$ cat config.mk
export PLATFORM = sky130hd
export DESIGN_NAME = serial_adder_flat
export DESIGN_NICKNAME = d
export VERILOG_FILES = /design/src/rtl/serial_adder_if.sv /design/src/rtl/serial_adder.sv /design/src/flat_wrapper.sv
export SDC_FILE = /design/constraint.sdc
export NUM_CORES = 1
export LEC_CHECK = 0
export CORE_MARGIN = 3
export CORE_UTILIZATION = 52
export DETAILED_ROUTE_END_ITERATION = 16
export PLACE_DENSITY = 0.87
export SLEW_MARGIN = 20
export SYNTH_ARGS = -nofsm -noshare
export SYNTH_HDL_FRONTEND = slang
export SYNTH_SLANG_ARGS = --single-unit
$ cat constraint.sdc
create_clock -name clk -period 1.7 [get_ports clk]
set_input_delay 0.255 -clock clk [delete_from_list [all_inputs] [get_ports clk]]
set_output_delay 0.255 -clock clk [all_outputs]
set_load 0.05 [all_outputs]
$ cat src/rtl/serial_adder_if.sv
// Handshake and operand/result bundle for the bit-serial adder.
// The master side requests additions; the slave side (the adder) answers.
interface serial_adder_if #(
  parameter int WIDTH = 8
);
  logic             start;
  logic [WIDTH-1:0] a;
  logic [WIDTH-1:0] b;
  logic             ci;
  logic             busy;
  logic             done;
  logic [WIDTH-1:0] sum;
  logic             co;

  modport master (
    output start, a, b, ci,
    input  busy, done, sum, co
  );

  modport slave (
    input  start, a, b, ci,
    output busy, done, sum, co
  );
endinterface

$ cat src/rtl/serial_adder.sv
// Bit-serial WIDTH-bit adder: one full-adder cell reused over WIDTH cycles,
// framed by a start/busy/done handshake.
module serial_adder #(
  parameter int WIDTH = 8
) (
  input  logic          clk,
  input  logic          rst_n,
  serial_adder_if.slave bus
);

  localparam int CW = (WIDTH > 1) ? $clog2(WIDTH) : 1;
  localparam logic [CW-1:0] CNT_LAST = CW'(WIDTH - 1);

  typedef enum logic [1:0] {
    IDLE = 2'd0,
    RUN  = 2'd1,
    DONE = 2'd2
  } state_t;

  state_t           state;
  logic [WIDTH-1:0] a_sr;
  logic [WIDTH-1:0] b_sr;
  logic [WIDTH-1:0] acc_sr;
  logic             carry;
  logic [CW-1:0]    cnt;
  logic [WIDTH-1:0] res_sum;
  logic             res_co;

  logic s;
  logic c;

  // The single full-adder cell; its carry-out is the only combinational path back to state.
  always_comb begin
    s = a_sr[0] ^ b_sr[0] ^ carry;
    c = (a_sr[0] & b_sr[0]) | (a_sr[0] & carry) | (b_sr[0] & carry);
  end

  always_ff @(posedge clk or negedge rst_n) begin
    if (!rst_n) begin
      state   <= IDLE;
      a_sr    <= '0;
      b_sr    <= '0;
      acc_sr  <= '0;
      carry   <= 1'b0;
      cnt     <= '0;
      res_sum <= '0;
      res_co  <= 1'b0;
    end else begin
      case (state)
        IDLE: begin
          if (bus.start) begin
            a_sr   <= bus.a;
            b_sr   <= bus.b;
            carry  <= bus.ci;
            cnt    <= '0;
            acc_sr <= '0;
            state  <= RUN;
          end
        end
        RUN: begin
          acc_sr <= {s, acc_sr[WIDTH-1:1]};
          carry  <= c;
          a_sr   <= a_sr >> 1;
          b_sr   <= b_sr >> 1;
          cnt    <= cnt + CW'(1);
          // The last bit's sum and carry go straight into the result registers.
          if (cnt == CNT_LAST) begin
            res_sum <= {s, acc_sr[WIDTH-1:1]};
            res_co  <= c;
            state   <= DONE;
          end
        end
        DONE: begin
          state <= IDLE;
        end
        default: begin
          state <= IDLE;
        end
      endcase
    end
  end

  assign bus.busy = (state == RUN);
  assign bus.done = (state == DONE);
  assign bus.sum  = res_sum;
  assign bus.co   = res_co;

endmodule

$ cat src/flat_wrapper.sv
// flat-port wrapper written by rule: the top's interface ports become plain ports
module serial_adder_flat 
#(
  parameter int WIDTH = 8
)
  (clk, rst_n, bus_start, bus_a, bus_b, bus_ci, bus_busy, bus_done, bus_sum, bus_co);
  serial_adder_if #(.WIDTH(WIDTH)) bus_i ();
  input  logic clk;
  input  logic rst_n;
  input wire logic [$bits(bus_i.start)-1:0] bus_start;
  input wire logic [$bits(bus_i.a)-1:0] bus_a;
  input wire logic [$bits(bus_i.b)-1:0] bus_b;
  input wire logic [$bits(bus_i.ci)-1:0] bus_ci;
  output wire logic [$bits(bus_i.busy)-1:0] bus_busy;
  output wire logic [$bits(bus_i.done)-1:0] bus_done;
  output wire logic [$bits(bus_i.sum)-1:0] bus_sum;
  output wire logic [$bits(bus_i.co)-1:0] bus_co;
  assign bus_i.start = bus_start;
  assign bus_i.a = bus_a;
  assign bus_i.b = bus_b;
  assign bus_i.ci = bus_ci;
  assign bus_busy = bus_i.busy;
  assign bus_done = bus_i.done;
  assign bus_sum = bus_i.sum;
  assign bus_co = bus_i.co;
  serial_adder #(.WIDTH(WIDTH)) u_core (.clk(clk), .rst_n(rst_n), .bus(bus_i));
endmodule
==> metrics.txt, run 1 <==
most frequent cells in the layout dfrtp_1 (36), clkdlybuf4s50_1 (19), buf_4 (19), inv_1 (13), nor3b_1 (12); Clk pwr share 12.1%; Worst R2R End u_core.bus.sum[2]; largest net degree at the start of global routing 39; Hold Crit Class in2async; R2R Setup Slk 130 ps; Core Area 3416 um2; max-slew violations 0; final estimated routing congestion in global placement 0.7509; Largest stage delay, worst path 540 ps; Seq/Total Area, Yosys 50.26%; I/O Pins 31; Static Leak 0.001036 uW; fmax 613.9 MHz; sw power 1730 uW; commonest non-fill, non-tap cell in the layout dfrtp_1; number of vias per cell 5.580; H-tree depth 2; total wire length 3511 um; R2R cell count 5; port bufs 30; fin crit share 95.82%; CP Capture Type output pin; Max-cap violations 0; post-synth top area share 50.26%; Int Pwr 2440 uW; Top delay family on crit path flip-flops; CTS tree done; Syn-to-layout area delta 24.14%; synthesized area 1892 um2; 1st-iter DRT viols 43; Worst Path Buf+Inv 2; latest clock arrival within the worst-skew pair 340 ps; Ant. Diodes 0; ANT nets after route 0; WP data required 1440 ps; Placed Instances 213; clock sink count 38; Post-synth EDFFs 0; Pwr Total 4170 uW; drt pass-1 iters 4; worst r2r src u_core.cnt[0]; Final Hold Viols 0; hold slack final 323.7 ps; critical path type reg2out; Slew headroom 68.89%; die area 4398 um2; synth warn 0; die height 66.32 um; crit path DAT 1370 ps; sw frac 41.48%; Die X 66.32 um; share of cells above drive strength 1 34.83%; CTS Hold Bufs 0; startpoint types flop; VDD IR-drop max 0.8992 mV; num rows 21; number of CTS-inserted buffers 5; Post-Synthesis Cells 141; Gate power share 48.9%; status finished, final reports clean; worst slew pin tran 466.7 ps; Global Route Usage Sum 17.56%; Avg WL per Cell 15.67 um; synth unique cells 29; final-stage net count 200; async set-or-reset flop fraction in the synthesized netlist 100.0%; syn avg cell area 13.42 um2; setup slack after placement 79.57 ps; fin cells 224; P per Cell Area 1776 nW/um2; # DRC 0; Setup violations, final 0; Clock Tree Buf Depth 2; clock transition at the registers of the reported paths 120 ps; ranking of synthesized cells by area dfrtp_1 (50%), a211oi_2 (7.3%), nor4b_2 (7.1%); final-layout fill cell count 267; cell taking the most area after synthesis dfrtp_1; GRT overflow 0; initial antenna violation count 0; worst path cell trace buf_4 > nor2b_2 > buf_12; minimum clock period 1629 ps; Root Driver clkbuf_4; syn nets 164; Clock Skew 5.010 ps; Critical Path Fanout Max 15; Yosys reg bits 38; HPWL after DPL 2526 um; total number of vias 1250; Final Util 68.75%; number of global-route vias before repair 1225; Top FF cell, synth dfrtp_1; CP max stage cell dfrtp_2; worst setup margin 71.06 ps; first-pass GRT wire length 5727 um; Initial Util 55.38%; Seq pwr share 39.0%
synthesized netlist by cell type, types with 2 or more instances:
library cell / count
nor4b_1: 3
buf_4: 2
nor3b_1: 12
nor4bb_1: 2
nor4b_2: 9
ha_1: 2
or4b_1: 3
a211oi_2: 11
a22o_1: 9
buf_2: 7
o221a_2: 3
buf_6: 3
mux2_1: 9
dfrtp_1: 38
nand2b_1: 2
inv_1: 13
worst register-to-register path: stages, from the launching register on:
cell	delay, ps
dfrtp_1	420
ha_1	210
ha_1	200
nand3b_1	150
buf_12	150
mux2_1	330
stage by stage:
stage                     area, um2  TNS [ps]
after floorplan                1894         0
after global placement         2242         0
after detailed placement       2242         0
after CTS                      2315         0
after global routing           2349    -1.778
final                          2349         0
power by group through the flow:
stage / Clock (uW) / Sequential, uW / Combinational, uW
floorplan: 0 / 1880 / 1220
global placement: 0 / 1610 / 1930
detailed placement: 0 / 1640 / 2020
CTS: 516 / 1630 / 2030
global route: 573 / 1680 / 2210
finish: 506 / 1630 / 2040
kinds of logic after synthesis:
group | Yosys count | share of synthesized area (%)
flip-flops | 38 | 50.26
AND/OR/NAND/NOR | 34 | 17.79
buffers and inverters | 27 | 7.407
adder cells (fa/ha/maj) | 3 | 2.381
multiplexers | 10 | 5.886
AO/OA/AOI/OAI | 29 | 16.27
state kept, by name, summed over array words and instances (netlist names):
| register | cells |
|---|---|
| u_core.b_sr | 8 |
| u_core.bus.sum | 8 |
| u_core.bus.co | 1 |
| u_core.state | 2 |
| u_core.carry | 1 |
| u_core.cnt | 3 |
| u_core.acc_sr | 7 |
| u_core.a_sr | 8 |
cell type report:
cell class | count | area, um2 | area share [%]
clock buffers | 6 | 51.30 | 2.184
clock inverters | 2 | 12.51 | 0.5328
inverters | 14 | 57.56 | 2.451
multi-input cells | 76 | 808.3 | 34.42
flip-flops and latches | 38 | 953.4 | 40.60
well taps | 46 | 57.56 | 2.451
repair buffers | 42 | 407.9 | 17.37
layer usage:
layer  GRT usage [%]  vias to the layer above  wire length (um)
met5               0                        -                 0
met4           5.330                        0                33
met3           5.442                        4               216
met2           28.38                       39              1684
met1           22.48                      614              1577
li1                -                      593                 -
timing repair:
item	4_1_cts	5_1_grt
endpoints found under the setup margin	2	2
gates resized for setup	4	3
setup buffers	0	3
cloned	0	0
worst max path at each step:
stage	end	from	cells after the start	slack (ps)
after global placement	u_core.a_sr[3]	bus_start	4	100
after detailed placement	u_core.a_sr[2]	bus_start	4	80
after floorplan	bus_done	u_core.state[1]	3	220
final	bus_done	u_core.state[0]	3	70
after global routing	bus_done	u_core.state[1]	3	-2
after CTS	bus_busy	u_core.state[1]	3	0.2
(Power assumes the default switching activity.)
==> inputs of run 2 (changes only) <==
--- a/config.mk
+++ b/config.mk
@@ -5,6 +5,7 @@
 export SDC_FILE = /design/constraint.sdc
 export NUM_CORES = 1
 export LEC_CHECK = 0
+export CAP_MARGIN = 20
 export CORE_MARGIN = 3
 export CORE_UTILIZATION = 52
 export DETAILED_ROUTE_END_ITERATION = 16
==> results of run 2 <==
Same layout as run 1: the final DEF is identical, and so are final timing and power.
==> inputs of run 3 (changes only) <==
--- a/config.mk
+++ b/config.mk
@@ -7,9 +7,11 @@
 export LEC_CHECK = 0
 export CAP_MARGIN = 20
 export CORE_MARGIN = 3
-export CORE_UTILIZATION = 52
+export CORE_UTILIZATION = 60
 export DETAILED_ROUTE_END_ITERATION = 16
-export PLACE_DENSITY = 0.87
+export DONT_BUFFER_PORTS = 1
+export PLACE_DENSITY = 0.85
+export REMOVE_ABC_BUFFERS = 1
 export SLEW_MARGIN = 20
 export SYNTH_ARGS = -nofsm -noshare
 export SYNTH_HDL_FRONTEND = slang
==> run 3 against run 2 <==
  * Maximum frequency rose by 1.3%
  * Count of clock-buffer cells in the layout fell by 1
  * Die area down 12%
  * Largest power group is now registers
  * Power rose by 3.8%
  * Critical path depth did not move
  * Setup slack improved by 21 ps
  * Sequential cell count unchanged
  * Sequential share of layout area rose by 3.8 points
  * Clock skew rose by 11 ps
==> metrics.txt, run 3 (same netlist as run 1, synthesis figures left out) <==
status finished, final reports clean; ANT nets after route 0; minimum clock period 1608 ps; Static Leak 0.0009362 uW; setup slack after placement 87.87 ps; share of cells above drive strength 1 33.78%; Core Area 2877 um2; total wire length 3579 um; most frequent cells in the layout dfrtp_1 (36), inv_1 (13), nor3b_1 (12), a211oi_2 (11); RSZ-0062 raised after global routing no; Die X 62.15 um; Global Route Usage Sum 19.98%; die area 3863 um2; GRT overflow 0; area of the multi-input gates 815.8 um2; hold slack final 26.36 ps; total number of vias 1172; 1st-iter DRT viols 81; fin crit share 94.56%; WP data required 1440 ps; VDD IR-drop max 1.290 mV; Initial Util 65.77%; crit path DAT 1350 ps; fin cells 190; clock sink count 38; number of global-route vias before repair 1234; final setup TNS 0 ps; Critical Path Fanout Max 23; num rows 19; startpoint types flop; Placed Instances 176; Setup violations, final 0; drt pass-1 iters 4; worst slew pin tran 673.9 ps; I/O Pins 31; Largest stage delay, worst path 480 ps; die height 62.15 um; fmax 622.1 MHz; H-tree depth 2; HPWL after DPL 2170 um; commonest non-fill, non-tap cell in the layout dfrtp_1; Avg WL per Cell 18.84 um; largest net degree at the start of global routing 39; max-slew violations 0; Clock Skew 15.90 ps; critical path type reg2out; Reg area 953.4 um2; latest clock arrival within the worst-skew pair 360 ps; Syn-to-layout area delta 13.62%; # DRC 0; Final Hold Viols 0; Max-cap violations 0; Hold Crit Class in2reg; worst setup margin 92.47 ps; CP Capture Type output pin; first-pass GRT wire length 5968 um; CP max stage cell dfrtp_2; worst path cell trace buf_12 > nor2b_2 > buf_6; port bufs 0; number of vias per cell 6.168; Pwr Total 4330 uW; initial antenna violation count 0; final-stage net count 170; final-layout fill cell count 180; Root Driver clkbuf_4; Slew headroom 54.96%; Clock Tree Buf Depth 2; Ant. Diodes 0; number of CTS-inserted buffers 5; CTS tree done; clock transition at the registers of the reported paths 130 ps; P per Cell Area 2014 nW/um2; final estimated routing congestion in global placement 0.7732
-- run 3: cell types whose count changed in the layout (fill, tap and decap cells not counted), sizes merged --
cell / delta
buf: -13
bufinv: +2
clkdlybuf4s50: -19
clkinvlp: -1
dlygate4sd3: +1
-- run 3: final timing paths --
kind / start / end / slack (ps) / depth (start not counted)
setup reg to reg: u_core.state[0] / u_core.carry / 150 / 4
hold / removal: bus_start / u_core.state[0] / 30 / 2
setup / recovery: u_core.state[1] / bus_done / 90 / 3
max in group asynchronous: rst_n / u_core.state[1] / 1160 / 2
hold reg to reg: u_core.cnt[0] / u_core.cnt[0] / 500 / 1
min in group asynchronous: rst_n / u_core.a_sr[4] / 340 / 2
-- run 3: worst max-delay path, delay by kind of cell (launching register included) --
kind	cells	cell delay, ps
buffers and inverters	2	350
DFF	1	480
and+or+nand+nor	1	160
-- run 3: cell type report --
cell class / instances / area share, %
clock buffers: 5 / 1.746
multi-input cells: 76 / 37.95
inverters: 14 / 2.678
flip-flops and latches: 38 / 44.35
clock inverters: 3 / 3.201
repair buffers: 12 / 7.625
well taps: 42 / 2.445
-- run 3: repair_timing --
action,4_1_cts,5_1_grt
hold endpoints to repair,38,0
setup endpoints to repair,2,2
gates resized for setup,7,6
setup buffers,0,3
cloned,0,1
pin swaps,0,0
hold buffers,2,0
-- run 3: routing by layer --
metal	track usage, %	vias up	wire length, um
met5	0	-	0
met4	9.945	0	53
met3	6.847	5	226
met2	30.91	36	1783
met1	25.00	598	1515
li1	-	533	-
-- run 3: power breakdown --
part / leakage [uW] / total (uW) / switching [uW] / internal [uW]
sequential: 0.000460 / 1970 / 654 / 1320
combinational: 0.000421 / 1590 / 776 / 811
clock: 0.0000554 / 773 / 313 / 460
-- run 3: stage by stage --
| stage | utilization, % | instance area [um2] |
|---|---|---|
| 6_report | 74.73 | 2150 |
| 3_5_place_dp | 66.55 | 1914 |
| 3_3_place_gp | 66.55 | 1914 |
| 5_1_grt | 74.73 | 2150 |
| 4_1_cts | 72.07 | 2073 |
| 2_1_floorplan | - | 1804 |
